`src/rtl/onehot_deco_unit.sv`:
```
// onehot_deco_unit: independent 2-to-4 and 3-to-8 one-hot decoders with
// combinational outputs and one-cycle registered copies.
// Optional macro DECO_CASCADE_EN adds a 5-to-32 cascade decode
// (out32/out32_q) built from the 2-to-4 decoder driving four 3-to-8 stages.
module onehot_deco_unit (
    input  logic        clk,
    input  logic        reset,
    input  logic        en2,
    input  logic [1:0]  in2,
    output logic [3:0]  out4,
    output logic [3:0]  out4_q,
    input  logic        en3,
    input  logic [2:0]  in3,
    output logic [7:0]  out8,
    output logic [7:0]  out8_q
`ifdef DECO_CASCADE_EN
    ,
    output logic [31:0] out32,
    output logic [31:0] out32_q
`endif
);

    localparam int unsigned W4  = 4;
    localparam int unsigned W8  = 8;
`ifdef DECO_CASCADE_EN
    localparam int unsigned W32 = 32;
`endif

    logic [W4-1:0] out4_d;
    logic [W8-1:0] out8_d;

    // 2-to-4 decode: bit index equals in2, gated by en2
    always_comb begin
        out4 = '0;
        for (int k = 0; k < int'(W4); k++) begin
            out4[k] = en2 && (in2 == 2'(k));
        end
    end

    // 3-to-8 decode: bit index equals in3, gated by en3
    always_comb begin
        out8 = '0;
        for (int k = 0; k < int'(W8); k++) begin
            out8[k] = en3 && (in3 == 3'(k));
        end
    end

`ifdef DECO_CASCADE_EN
    logic [W8-1:0]  sel8;
    logic [W32-1:0] out32_d;

    // Ungated in3 decode shared by the four cascade stages; en3 plays no part
    always_comb begin
        sel8 = '0;
        for (int j = 0; j < int'(W8); j++) begin
            sel8[j] = (in3 == 3'(j));
        end
    end

    // Cascade: out4[k] enables the 3-to-8 stage feeding out32[8k+7:8k]
    always_comb begin
        out32 = '0;
        for (int k = 0; k < int'(W4); k++) begin
            out32[8*k +: 8] = out4[k] ? sel8 : 8'h00;
        end
    end
`endif

    // Next values for the registered copies track the live decode
    always_comb begin
        out4_d = out4;
        out8_d = out8;
`ifdef DECO_CASCADE_EN
        out32_d = out32;
`endif
    end

    // Registered copies: cleared on a reset edge, otherwise reload every cycle
    always_ff @(posedge clk) begin
        if (reset) begin
            out4_q  <= '0;
            out8_q  <= '0;
`ifdef DECO_CASCADE_EN
            out32_q <= '0;
`endif
        end else begin
            out4_q  <= out4_d;
            out8_q  <= out8_d;
`ifdef DECO_CASCADE_EN
            out32_q <= out32_d;
`endif
        end
    end

endmodule

```
`config.mk`:
```
export PLATFORM = sky130hd
export DESIGN_NAME = onehot_deco_unit
export DESIGN_NICKNAME = d
export VERILOG_FILES = /design/src/rtl/onehot_deco_unit.sv
export SDC_FILE = /design/constraint.sdc
export NUM_CORES = 1
export LEC_CHECK = 0
export CAP_MARGIN = 15
export CORE_AREA = 2 2 39 41
export CTS_CLUSTER_SIZE = 10
export DETAILED_ROUTE_END_ITERATION = 8
export DIE_AREA = 0 0 41 43
export PLACE_DENSITY = 0.77
export SYNTH_ARGS = -nofsm -noshare
export SYNTH_HDL_FRONTEND = slang
export SYNTH_SLANG_ARGS = --single-unit
```
`constraint.sdc`:
```
create_clock -name clk -period 2.7 [get_ports clk]
set_clock_uncertainty 0.2 [all_clocks]
set_input_delay 0.54 -clock clk [delete_from_list [all_inputs] [get_ports clk]]
set_output_delay 0.54 -clock clk [all_outputs]
set_load 0.005 [all_outputs]
```
Word-level counts from Yosys, hierarchy flattened
Index checks and enable logic that the tools add are counted.
{"block": "op_classes", "n_reduce_logical": 14, "eq_ne": 10}
{"op": "$eq 3x3->1 const B", "count": 4}
{"op": "$logic_and 1x1->1", "count": 12}
{"op": "$eq 3x2->1 const B", "count": 2}
{"op": "$eq 2x2->1 const B", "count": 2}
{"op": "$eq 3x1->1 const B", "count": 1}
{"op": "$logic_not 3->1", "count": 1}
{"op": "$eq 2x1->1 const B", "count": 1}
{"op": "$logic_not 2->1", "count": 1}
{"block": "totals", "output_inout_bits": 24, "in_bits": 9, "wordCells": 26, "reg_bits": 12}

Longest topological paths before layout
{"block": "logic_depth", "word_depth": 2, "mapped_depth": 2, "mapped_depth_nobuf": 2}

Worst setup path before layout
No wires, ideal clock.
{"block": "synth_path", "path_type": "in2out", "from": "input en3", "to": "output out8[0]", "required_ns": 1.960, "path_slack_ns": 0.999, "arrival_time_ns": 0.961, "stages": 2, "n_path_buf": 0, "cell_sequence": "or2b_1 nor3_1"}
{"block": "synth_between", "elab_chain_len": 1}
{"element": "from (decl)", "line_no": "12", "rtl": "input logic en3,"}
{"element": "$logic_and 1x1->1", "line_no": "44", "rtl": "out8[k] = en3 && (in3 == 3'(k));"}
{"element": "to (decl)", "line_no": "14", "rtl": "output logic [7:0] out8,"}
No other way between the ends.

Worst setup path after layout
{"block": "layout_path", "from": "input en3", "to": "output out8[3]"}
The elaborated chain is that of the path after synthesis.

==> qor.csv <==
metric,value,unit
register share of total power,48.2,%
Final Setup Violations,0,
CP Class,in -> out,
"Core Util, Final",61.4,%
outcome,"finished, final reports clean",
Synth Register Bits,12,
CP Launch Type,primary input,
max-slew violations,0,
Internal,0.298,mW
H-tree Lvls,1,
Tightest Pin Transition,0.258,ns
Net Sw Power,0.0780,mW
width of the die,41,um
WP data required,1.96,ns
power per cell area,442,mW/mm2
antenna violations before repair,0,
ratio of cells with drive above 1 in the final layout,14.0,%
Logic pwr share,15.2,%
Peak VDD IR,0.200,mV
starting DRC count in detailed routing,5,
RSZ-0062 raised after global routing,no,
ys flop type,dfxtp_1,
final period utilization,97.4,%
LEAKAGE,0.384,nW
Post-synth ARST share,0,%
CP endpoint kind,primary output,
dpl cell area,800,um2
Fin. Hold Viols,0,
Switching Fraction,20.8,%
clock buffer count from CTS,3,
"area leader, netlist",dfxtp_1,
clock root buffer,clkbuf_4,
CP max FO,4,
critical path arrival,1.89,ns
"Min Clock Period, post-route",2.63,ns
final instance area,850,um2
first-pass GRT wire length,1.58,mm
detailed-route via count,438,
total track usage,13.3,%
Synth Warn #,0,
clock power share,36.6,%
I/O Buffers,32,
Die Footprint,0.00176,mm2
area share of the largest cell type after synthesis,57.0,%
Syn Std Cell Area,422,um2
f_max,0.380,GHz
die span in y,43,um
cell chain of the critical path,clkdlybuf4s50_1 -> or2b_1 -> nor2_1 -> clkdlybuf4s50_1,
cell mode on critical path,clkdlybuf4s50_1,
nets,96,
number of enable-type register cells in the synthesized netlist,0,
Syn Nets,54,
ANT nets after route,0,
DRC,0,
Post-synth top cells,"nor2_1, dfxtp_1, nor3_1",
largest cells by area after synthesis,"dfxtp_1, nor2_1, nor3b_1",
filler cell count,135,
Initial Utilization,30.5,%
n_diodes,0,
Routability Congestion,0.655,
Max Cap Viol,0,
Yosys cell types,12,
largest net degree at the start of global routing,9,
Ports,33,
clock tree buffer depth,2,
Site Rows,14,
syn avg cell area,9.37,um2
1st-pass router iterations,4,
clk sinks,12,
vias per cell,4.29,
sequential share of the synthesized area,57.0,%
Slowest Stage Delay on Critical Path,0.50,ns
Routed WL per cell,9.65,um
HP Class,in -> reg,
Layout area overhead,101,%
CTS tree,done,
Synth Instances,45,
grt ovf,0,
CP max stage cell,clkdlybuf4s50_1,
"Reg clk slew, reported paths",0.07,ns
Detailed Route WL,984,um
vias in the first global route,390,
Core Footprint,0.00138,mm2
most numerous cell in the Yosys netlist,nor2_1,
DP HPWL,763,um
Slew HR,82.7,%
cell usage in the layout, fill, tap and decap left out:
cell type and instances:
nor3_2 2, clkbuf_8 1, nor3_1 3, dlymetal6s2s_1 4, nor2_1 13, nand2_1 3, dfxtp_1 12, and3_1 1
buf_4 5, dlygate4sd2_1 1, and3b_1 2, clkdlybuf4s50_1 27, nor3b_1 3, or3b_4 1, nand2b_1 3, or2b_1 1
nand3b_1 1, clkbuf_4 3
power by group through the flow:
stage	clock, mW	sequential, mW	combinational [mW]
after CTS	0.142	0.181	0.0574
after global routing	0.153	0.182	0.0628
after global placement	0	0.185	0.0571
final	0.138	0.181	0.0570
after floorplan	0	0.186	0.0149
after detailed placement	0	0.185	0.0575
critical path, delay by kind of cell:
| family | cells | cell delay (ns) |
|---|---|---|
| and+or+nand+nor | 2 | 0.38 |
| buffers and inverters | 2 | 0.96 |
per-stage QoR:
step                setup TNS (ns)  worst slack [ns]  power (mW)  cells  hold slack [ns]
floorplan                        0             0.999       0.201     45            0.409
global placement                 0            0.0244       0.242     98             1.04
detailed placement        -0.00602          -0.00602       0.243     98             1.04
CTS                              0            0.0415       0.381    102            0.762
global route                     0          0.000697       0.397    102            0.426
finish                           0            0.0702       0.376    102            0.416
layer usage:
| layer | share of wire (%) | vias up | track usage [%] |
|---|---|---|---|
| li1 | - | 232 | - |
| met5 | 0 | - | 0 |
| met1 | 41 | 183 | 17.2 |
| met3 | 8.3 | 2 | 4.71 |
| met2 | 49 | 21 | 18.1 |
| met4 | 1.4 | 0 | 8.00 |
final timing paths:
check	from	to	cells past startpoint
max	en3	out8[3]	4
min	in3[1]	out8_q[0]	2
what timing repair did:
action,CTS,global route
setup endpoints to repair,1,4
buffers inserted,0,0
hold buffers,0,0
resized for setup,1,5
cloned,0,0
logic make-up after synthesis:
family / synth area share [%]
AND/OR/NAND/NOR: 43.0
flip-flops: 57.0
final cells by class:
type	instances	area, um2	share of cell area (%)
Multi-Input combinational cell	33	186	21.9
Clock buffer	4	36.3	4.27
Sequential cell	12	240	28.3
Tap cell	16	20.0	2.36
Timing Repair Buffer	37	367	43.2
sequential cells by signal (all words and copies together), names as in the netlist:
signal	flops
out4_q	4
out8_q	8
No activity file was read; power rests on OpenSTA's default activity.
